[config.mk]
export PLATFORM = sky130hd
export DESIGN_NAME = parallel_to_serial_tx
export DESIGN_NICKNAME = d
export VERILOG_FILES = /design/src/rtl/pts_pkg.sv /design/src/rtl/pts_shift_reg.sv /design/src/rtl/parallel_to_serial_tx.sv
export SDC_FILE = /design/constraint.sdc
export NUM_CORES = 1
export LEC_CHECK = 0
export CAP_MARGIN = 20
export CELL_PAD_IN_SITES_DETAIL_PLACEMENT = 1
export CELL_PAD_IN_SITES_GLOBAL_PLACEMENT = 1
export CORE_ASPECT_RATIO = 1.5
export CORE_UTILIZATION = 41
export CTS_BUF_LIST = sky130_fd_sc_hd__clkbuf_4 sky130_fd_sc_hd__clkbuf_8 sky130_fd_sc_hd__clkbuf_16
export DETAILED_ROUTE_END_ITERATION = 16
export PLACE_DENSITY_LB_ADDON = 0.15
export REMOVE_ABC_BUFFERS = 1
export SYNTH_ARGS = -nofsm -noshare
export SYNTH_HDL_FRONTEND = slang
export SYNTH_SLANG_ARGS = --single-unit
[constraint.sdc]
create_clock -name clock -period 2.2 [get_ports clock]
set_input_delay 0.33 -clock clock [delete_from_list [all_inputs] [get_ports clock]]
set_output_delay 0.33 -clock clock [all_outputs]
set_load 0.02 [all_outputs]
[src/rtl/pts_pkg.sv]
// Shared definitions for the parallel-to-serial transmitter: state encoding,
// K28.5 comma constants and the default symbol width.
package pts_pkg;

  localparam int PTS_DEFAULT_WIDTH = 10;

  localparam logic [9:0] K28_5_RDN = 10'b0011111010;
  localparam logic [9:0] K28_5_RDP = 10'b1100000101;

  localparam logic [1:0] ST_RST_ENC   = 2'd0;
  localparam logic [1:0] ST_LOAD_ENC  = 2'd1;
  localparam logic [1:0] ST_SEND_ENC  = 2'd2;
  localparam logic [1:0] ST_DRAIN_ENC = 2'd3;

  typedef enum logic [1:0] {
    ST_RST   = ST_RST_ENC,
    ST_LOAD  = ST_LOAD_ENC,
    ST_SEND  = ST_SEND_ENC,
    ST_DRAIN = ST_DRAIN_ENC
  } pts_state_t;

endpackage

[src/rtl/pts_shift_reg.sv]
// WIDTH-bit load/shift register with bit counter for the serializer.
// Bit order: LSB first, or MSB first when PTS_MSB_FIRST_EN is defined.
module pts_shift_reg
  import pts_pkg::*;
#(
  parameter int WIDTH = PTS_DEFAULT_WIDTH
) (
  input  logic             clock,
  input  logic             reset,
  input  logic             i_load,
  input  logic [WIDTH-1:0] i_load_data,
  input  logic             i_shift,
  output logic             o_bit,
  output logic             o_last_bit
);

  localparam int CW = (WIDTH > 1) ? $clog2(WIDTH) : 1;
  localparam logic [CW-1:0] LAST_CNT = CW'(WIDTH - 1);

  logic [WIDTH-1:0] r_shift_reg;
  logic [CW-1:0]    r_bit_cnt;

  // Zeros shift in, so after the final shift of a symbol the output bit is 0.
  always_ff @(posedge clock or negedge reset) begin
    if (!reset) begin
      r_shift_reg <= '0;
      r_bit_cnt   <= '0;
    end else if (i_load) begin
      r_shift_reg <= i_load_data;
      r_bit_cnt   <= '0;
    end else if (i_shift) begin
`ifdef PTS_MSB_FIRST_EN
      r_shift_reg <= {r_shift_reg[WIDTH-2:0], 1'b0};
`else
      r_shift_reg <= {1'b0, r_shift_reg[WIDTH-1:1]};
`endif
      r_bit_cnt   <= (r_bit_cnt == LAST_CNT) ? '0 : r_bit_cnt + 1'b1;
    end
  end

`ifdef PTS_MSB_FIRST_EN
  assign o_bit = r_shift_reg[WIDTH-1];
`else
  assign o_bit = r_shift_reg[0];
`endif
  assign o_last_bit = (r_bit_cnt == LAST_CNT);

endmodule

[src/rtl/parallel_to_serial_tx.sv]
// Transmit serializer: valid/ready symbol intake, holding register and FSM.
// Define PTS_MSB_FIRST_EN to send bit WIDTH-1 first instead of bit 0.
module parallel_to_serial_tx
  import pts_pkg::*;
#(
  parameter int               WIDTH        = PTS_DEFAULT_WIDTH,
  parameter logic [WIDTH-1:0] IDLE_PATTERN = WIDTH'(K28_5_RDN)
) (
  input  logic             clock,
  input  logic             reset,
  input  logic             load_send,
  input  logic [WIDTH-1:0] data_in,
  input  logic             data_valid,
  output logic             data_ready,
  output logic             serial_out,
  output logic             symbol_start,
  output logic             busy,
  output pts_state_t       o_dbg_state
);

  // Handshake: a symbol transfers on a rising edge where data_valid and
  // data_ready are both high; data_ready never depends on data_valid.

  pts_state_t       r_state;
  logic [WIDTH-1:0] r_hold_reg;
  logic             r_hold_full;
  logic             r_symbol_start;
  logic             r_busy;

  logic             w_active;
  logic             w_last_bit;
  logic             w_bit;
  logic             w_boundary;
  logic             w_shift;
  logic             w_xfer;
  logic [WIDTH-1:0] w_load_data;

  assign w_active   = (r_state == ST_SEND) || (r_state == ST_DRAIN);
  assign w_boundary = load_send && ((r_state == ST_LOAD) || (w_active && w_last_bit));
  assign w_shift    = w_active && !w_boundary;
  assign data_ready = (r_state != ST_RST) && (!r_hold_full || w_boundary);
  assign w_xfer     = data_valid && data_ready;

  // An empty holding register at a boundary takes data_in directly when offered.
  assign w_load_data = r_hold_full ? r_hold_reg :
                       (data_valid ? data_in : IDLE_PATTERN);

  pts_shift_reg #(
    .WIDTH(WIDTH)
  ) u_shift_reg (
    .clock      (clock),
    .reset      (reset),
    .i_load     (w_boundary),
    .i_load_data(w_load_data),
    .i_shift    (w_shift),
    .o_bit      (w_bit),
    .o_last_bit (w_last_bit)
  );

  always_ff @(posedge clock or negedge reset) begin
    if (!reset) begin
      r_state        <= ST_RST;
      r_hold_reg     <= '0;
      r_hold_full    <= 1'b0;
      r_symbol_start <= 1'b0;
      r_busy         <= 1'b0;
    end else begin
      r_symbol_start <= w_boundary;
      r_busy         <= w_boundary || (w_shift && !w_last_bit);

      if (w_boundary && r_hold_full) begin
        r_hold_full <= w_xfer;
        if (w_xfer) r_hold_reg <= data_in;
      end else if (w_xfer && !w_boundary) begin
        r_hold_reg  <= data_in;
        r_hold_full <= 1'b1;
      end

      case (r_state)
        ST_RST:   r_state <= ST_LOAD;
        ST_LOAD:  if (load_send) r_state <= ST_SEND;
        ST_SEND:  if (!load_send) r_state <= w_last_bit ? ST_LOAD : ST_DRAIN;
        ST_DRAIN: begin
          if (load_send)       r_state <= ST_SEND;
          else if (w_last_bit) r_state <= ST_LOAD;
        end
        default:  r_state <= ST_RST;
      endcase
    end
  end

  assign serial_out   = w_bit;
  assign symbol_start = r_symbol_start;
  assign busy         = r_busy;
  assign o_dbg_state  = r_state;

endmodule

# Word level (Yosys, flattened, before mapping)
# Cells that the tools add are included.
word_totals:
  regBits: 29
  input_bits: 14
  output_inout_bits: 6
  wordCells: 55
classes:
  n_addsub: 1
  eq_ne: 8
  mux: 18
  reduce_logical: 21
op_table:
  columns: ["cell", "n"]
  rows:
  - ["10-bit two-way mux", 7]
  - ["4-bit two-way mux", 3]
  - ["2-bit two-way mux", 5]
  - ["1-bit logical AND", 8]
  - ["2-bit one-hot mux with 4 select lines", 1]
  - ["2-bit inequality test, second input constant", 3]
  - ["2-bit nonzero test", 3]
  - ["4-bit by 1-bit adder with 4-bit output, second input constant", 1]
  - ["2-bit == test, second input constant", 2]
  - ["4-bit == test, second input constant", 1]
  - ["1-bit logical OR", 4]
  - ["1-bit logical NOT", 3]
  - ["3-bit inequality test, second input constant", 1]
  - ["3-bit AND reduction", 1]
  - ["2-bit by 1-bit == test with 1-bit output, second input constant", 1]
  - ["2-bit logical NOT", 1]
  - ["1-bit two-way mux", 2]
  - ["2-bit AND reduction", 1]

# Longest topological paths before layout
depth:
  depth_word: 11
  depth_mapped: 7
  depth_no_buf: 7

# Hierarchy
# Synthesis repeated with hierarchy kept, for this count alone.
unflattened:
  hier_cells: 135
  hier_area_um2: 1466.4
by_module_without_submodules:
  columns: ["module", "n_inst", "cells_each", "area_per_inst_um2", "seq_area_each_um2"]
  rows:
  - ["parallel_to_serial_tx", 1, 65, 760.7, 375.4]
  - ["pts_shift_reg", 1, 70, 705.7, 350.3]

# Worst setup path before layout
# Ideal clock, no wire load.
synth_timing:
  kind: "reg-to-reg"
  start: "register u_shift_reg.r_bit_cnt[1]"
  end: "register r_hold_reg[0]"
  setup_ps: 125
  arrival_ps: 1784
  required_ps: 2075
  slack_ps: 291
  stages_incl_launch_ff: 7
  n_path_buf: 0
  synth_period_minus_slack_ps: 1909
  cell_sequence: "dfrtp_1 > inv_1 > ha_1 > nand3b_4 > and3_4 > nor4_4 > mux2_2"
synth_via:
  elab_chain_cells: 10
  word_cells_on_any_way: 14
  classes_between: "eq/ne (2); mux (1); reduce/logical (11)"
synth_lines:
  columns: ["item", "line", "source"]
  rows:
  - ["start, declared", "pts_shift_reg.sv:21", "logic [CW-1:0] r_bit_cnt;"]
  - ["start signal, assigned", "pts_shift_reg.sv:37", "r_bit_cnt <= (r_bit_cnt == LAST_CNT) ? '0 : r_bit_cnt + 1'b1;"]
  - ["4-bit == test (*)", "pts_shift_reg.sv:46", "assign o_last_bit = (r_bit_cnt == LAST_CNT);"]
  - ["1-bit logical AND (*)", "parallel_to_serial_tx.sv:39", "assign w_boundary = load_send && ((r_state == ST_LOAD) || (w_active && w_last_bit));"]
  - ["1-bit logical OR (*)", "parallel_to_serial_tx.sv:39", null]
  - ["1-bit logical AND (*)", "parallel_to_serial_tx.sv:39", null]
  - ["1-bit logical OR", "parallel_to_serial_tx.sv:41", "assign data_ready = (r_state != ST_RST) && (!r_hold_full || w_boundary);"]
  - ["1-bit logical AND", "parallel_to_serial_tx.sv:41", null]
  - ["1-bit logical AND", "parallel_to_serial_tx.sv:42", "assign w_xfer = data_valid && data_ready;"]
  - ["1-bit logical AND", "parallel_to_serial_tx.sv:74", "end else if (w_xfer && !w_boundary) begin"]
  - ["2-bit nonzero test (no line)", null, null]
  - ["2-bit AND reduction (no line)", null, null]
  - ["end signal, assigned", "parallel_to_serial_tx.sv:73", "if (w_xfer) r_hold_reg <= data_in;"]
  - ["end signal, assigned", "parallel_to_serial_tx.sv:75", "r_hold_reg <= data_in;"]
  - ["end, declared", "parallel_to_serial_tx.sv:25", "logic [WIDTH-1:0] r_hold_reg;"]
# Every way passes the cells marked *; elsewhere a longest branch is shown, timed or not.
# A chain may end at the register's enable or synchronous reset.

# Final worst setup path
layout_timing:
  start: "register u_shift_reg.r_bit_cnt[0]"
  end: "output data_ready"
layout_via:
  elab_chain_cells: 6
layout_lines:
  columns: ["item", "line", "source"]
  rows:
  - ["4-bit == test", "pts_shift_reg.sv:46", null]
  - ["1-bit logical AND", "parallel_to_serial_tx.sv:39", null]
  - ["1-bit logical OR", "parallel_to_serial_tx.sv:39", null]
  - ["1-bit logical AND", "parallel_to_serial_tx.sv:39", null]
  - ["1-bit logical OR", "parallel_to_serial_tx.sv:41", null]
  - ["1-bit logical AND", "parallel_to_serial_tx.sv:41", null]
  - ["end, declared", "parallel_to_serial_tx.sv:14", "output logic data_ready,"]
# No other way between the ends.

==> results.txt <==
- STA puts the critical path data required time at 1.87 ns.
* H-tree lvl count: 2
- For this configuration, the core starts out at a cell density of 0.444.
* Max-slew violation total from the final report: 0
- Traced cell by cell, the critical path runs through ha_1 > and4b_2 > o21ai_1 > a21oi_1 > dlygate4sd2_1.
- Each instance of the synthesized netlist takes up on average 11.4 µm².
- Initial antenna violation count: 0
- Top cells by area, synth: sky130_fd_sc_hd__dfrtp_1, sky130_fd_sc_hd__mux2_2, sky130_fd_sc_hd__a221o_1
- Final worst slack: around 0.13 ns
* Worst Setup Start Kind: flip-flop
- In this run the deepest clock path goes through 2 buffers.
* Cell type with the largest total area after synthesis: sky130_fd_sc_hd__dfrtp_1
* Routed via count: 1,038
- Slew HR: 0.747
* Switching share of power: 0.322
- For this design the top-level I/O count stands at 20.
- Summed negative setup slack over all endpoints: 0 ns
* Core area: 2970 µm²
* Overall track demand over capacity in global routing: 0.215
- The floorplan step set the die width to 48.4 µm.
- Setup violations remaining at the end of the flow were counted as 0.
- Of the post-synthesis cell area, the dominant cell type holds 0.549.
- Commonest cells in the synthesized netlist: sky130_fd_sc_hd__dfrtp_1, sky130_fd_sc_hd__nor2_1, sky130_fd_sc_hd__nand2_1
* Run status: complete, no violations
- Rows: 24
* Antenna cells: 0
- Min-delay worst type: in -> async
- Wires add up to just over 3 mm.
* Hold Vio Cnt, Final: 0
- Sequential fraction of design power: 0.445
* Cell variety after synth: 28
* First-pass GRT wire length: 5.42 mm
- For this design the static power due to leakage is 0.747 nW.
* Vias per inst: ~5.7
- DRC errors left: 0
- Worst Path Class, Setup: reg -> out
- The die covers 3460 µm².
- On the critical path, the stage with the largest delay is an instance of sky130_fd_sc_hd__dfrtp_1.
- Biggest fanout along the worst timing path: 5
- Number of instances resized during post-cts repair: 1
* Synth Warn #: 0
- Post-placement worst setup slack: 0.127 ns
- Summed over all layers, the global routing overflow is 0.
* Buffers inserted during post-CTS setup optimization: 0
- The via count of the first global-routing pass was 1,124.
- The clock reaches the later pin of the worst-skew pair after 0.28 ns.
- After clock tree synthesis, the clock-pin slew on the worst setup and hold paths is 0.06 ns.
- Die boundary height: 71.5 µm
- Post-layout minimum cycle time: 2.07 ns
- Gate count after technology mapping: 116
- In the final design database the tool counted 159 nets.
- Post-synthesis to final-layout area growth: 27.6%
* Timing-limited maximum frequency: around 480 MHz
* Seq cells post-synth: 29
- Final cycle utilization of the critical path: 0.941
* Slew at the pin with the worst max-slew slack: approximately 0.38 ns
- Combinational share of power: 0.329
- Highest ir drop seen on vdd: 0.000722 V
- Cell at the root of the clock tree: sky130_fd_sc_hd__clkbuf_8
- Part of the Yosys area used for sequential elements: 0.549
* CTS Hold Bufs: 0
- Setup repair after global routing left no endpoint under its margin.
* Post-synth top flop: sky130_fd_sc_hd__dfrtp_1
* Internal cell power: around 1.3 mW
* Most frequent cell after synthesis: sky130_fd_sc_hd__dfrtp_1
- The cell area that synthesis handed to floorplanning was 1320 µm².
- DPL Wire Length: ~2.3 mm
- Clock tree synthesis found a total of 29 sinks.
- The largest single stage delay on the critical path is between 0.4 and 0.5 ns.
- The congestion estimate from routability-driven global placement came to roughly 0.74.
* Inserted Clock Buffers: 5
* Starting DRT DRC Count: 19
- Power per unit of standard cell area: 1180 nW/µm²
* Share of final-layout standard cells stronger than drive strength 1: 0.189
- Count of nets left with antenna violations after detail routing: 0
- Power spent charging and discharging nets: 0.641 mW
- Overall power consumption after layout is estimated at between 1.5 and 2 mW.
- STA puts the critical path data arrival time at 1.74 ns.
* Worst setup EP type: output port
* Fraction of registers with async set/reset: 1.00
* Number of detailed-route iterations in the first pass: 4
* TritonCTS clock tree: yes
- Entering global routing, the biggest net connects 30 pins.
- In the final routed layout, each cell accounts on average for 17.0 µm.
- Worst setup skew after layout: roughly 0.0065 ns
- Count of flip-flops with a built-in enable after synthesis: 0
- Number of maximum-capacitance violations: 0
- Clock power share: 0.226
- Tracing the worst setup path back leads to its startpoint at u_shift_reg.r_bit_cnt[0]$_DFFE_PN0P_.
- Count of input and output buffers: 19
- The worst register-to-register path begins at u_shift_reg.r_bit_cnt[0]$_DFFE_PN0P_.
-- area by class of cell --
cell class                      count  area [µm²]
Fill cell                         323        1290
Sequential cell                    29         726
Inverter                            4        15.0
Clock buffer                        7        90.1
Tap cell                           39        48.8
Timing Repair Buffer               24         239
Multi-Input combinational cell     79         567
-- worst max-delay path, delay by kind of cell (launching register included) --
family          cells  cell delay (ns)
compound gates      2             0.23
buf+inv             1             0.33
simple gates        1             0.23
flops               1             0.42
fa+ha+maj           1             0.25
-- stage by stage --
step | instance area [µm²] | instances | utilization | hold slack (ns)
floorplan | 1310 | 112 | - | 0.0344
global placement | 1590 | 175 | 0.536 | 0.459
detailed placement | 1590 | 175 | 0.536 | 0.488
CTS | 1680 | 182 | 0.566 | 0.473
global route | 1690 | 182 | 0.567 | 0.494
finish | 1690 | 182 | 0.567 | 0.449
-- kinds of logic after synthesis --
group                    after synthesis  synth area share
multiplexers                          10            0.0852
buffers and inverters                  8            0.0237
AO/OA/AOI/OAI                         34             0.179
AND/OR/NAND/NOR                       32             0.137
adder cells (fa/ha/maj)                2            0.0189
flip-flops                            29             0.549
XOR/XNOR                               1           0.00663
-- power groups by stage --
stage | clock network [mW] | registers (mW) | logic (mW)
3_5_place_dp | 0 | 0.899 | 0.666
2_1_floorplan | 0 | 0.873 | 0.436
4_1_cts | 0.466 | 0.889 | 0.666
6_report | 0.450 | 0.885 | 0.655
3_3_place_gp | 0 | 0.879 | 0.634
5_1_grt | 0.480 | 0.912 | 0.723
-- final timing paths --
| path | end | slack, ns | cells after the start |
|---|---|---|---|
| min reg2reg | u_shift_reg.r_shift_reg[0]$_DFFE_PN0P_ | 0.49 | 2 |
| max reg2reg | u_shift_reg.r_shift_reg[7]$_DFFE_PN0P_ | 0.24 | 7 |
| min in group clock | u_shift_reg.r_shift_reg[0]$_DFFE_PN0P_ | 0.49 | 2 |
| min | u_shift_reg.r_shift_reg[3]$_DFFE_PN0P_ | 0.45 | 2 |
| max | data_ready | 0.13 | 5 |
| max in group asynchronous | u_shift_reg.r_bit_cnt[0]$_DFFE_PN0P_ | 1.46 | 2 |
-- layer usage --
layer / global-route usage / up-vias / wire, µm
li1: - / 474 / -
met4: 0.114 / 0 / 72
met1: 0.232 / 538 / 1170
met5: 0 / - / 0
met2: 0.372 / 18 / 1730
met3: 0.0679 / 8 / 109
-- cell usage in the layout, fill, tap and decap left out --
cell type	count
sky130_fd_sc_hd__o31ai_1	3
sky130_fd_sc_hd__nor2_2	1
sky130_fd_sc_hd__xor2_1	1
sky130_fd_sc_hd__a22oi_1	1
sky130_fd_sc_hd__o22ai_1	5
sky130_fd_sc_hd__and4b_2	1
sky130_fd_sc_hd__clkbuf_8	6
sky130_fd_sc_hd__dfrtp_1	29
sky130_fd_sc_hd__o21bai_1	1
sky130_fd_sc_hd__ha_1	2
sky130_fd_sc_hd__o21ai_0	8
sky130_fd_sc_hd__mux2_2	10
sky130_fd_sc_hd__a211o_1	1
sky130_fd_sc_hd__a221o_1	6
sky130_fd_sc_hd__nand3b_4	1
sky130_fd_sc_hd__dlygate4sd2_1	1
sky130_fd_sc_hd__a21oi_1	4
sky130_fd_sc_hd__nor2_1	11
sky130_fd_sc_hd__inv_1	4
sky130_fd_sc_hd__and3_4	1
sky130_fd_sc_hd__a21o_1	1
sky130_fd_sc_hd__nor2b_1	1
sky130_fd_sc_hd__nor3b_1	1
sky130_fd_sc_hd__nand3_1	1
sky130_fd_sc_hd__nor4_4	1
sky130_fd_sc_hd__clkdlybuf4s50_1	18
sky130_fd_sc_hd__buf_4	4
sky130_fd_sc_hd__buf_12	1
sky130_fd_sc_hd__clkbuf_4	1
sky130_fd_sc_hd__nand2b_1	2
sky130_fd_sc_hd__a221oi_1	3
sky130_fd_sc_hd__o21ai_1	1
sky130_fd_sc_hd__nand2_1	11
No activity file was read; power rests on OpenSTA's default activity.
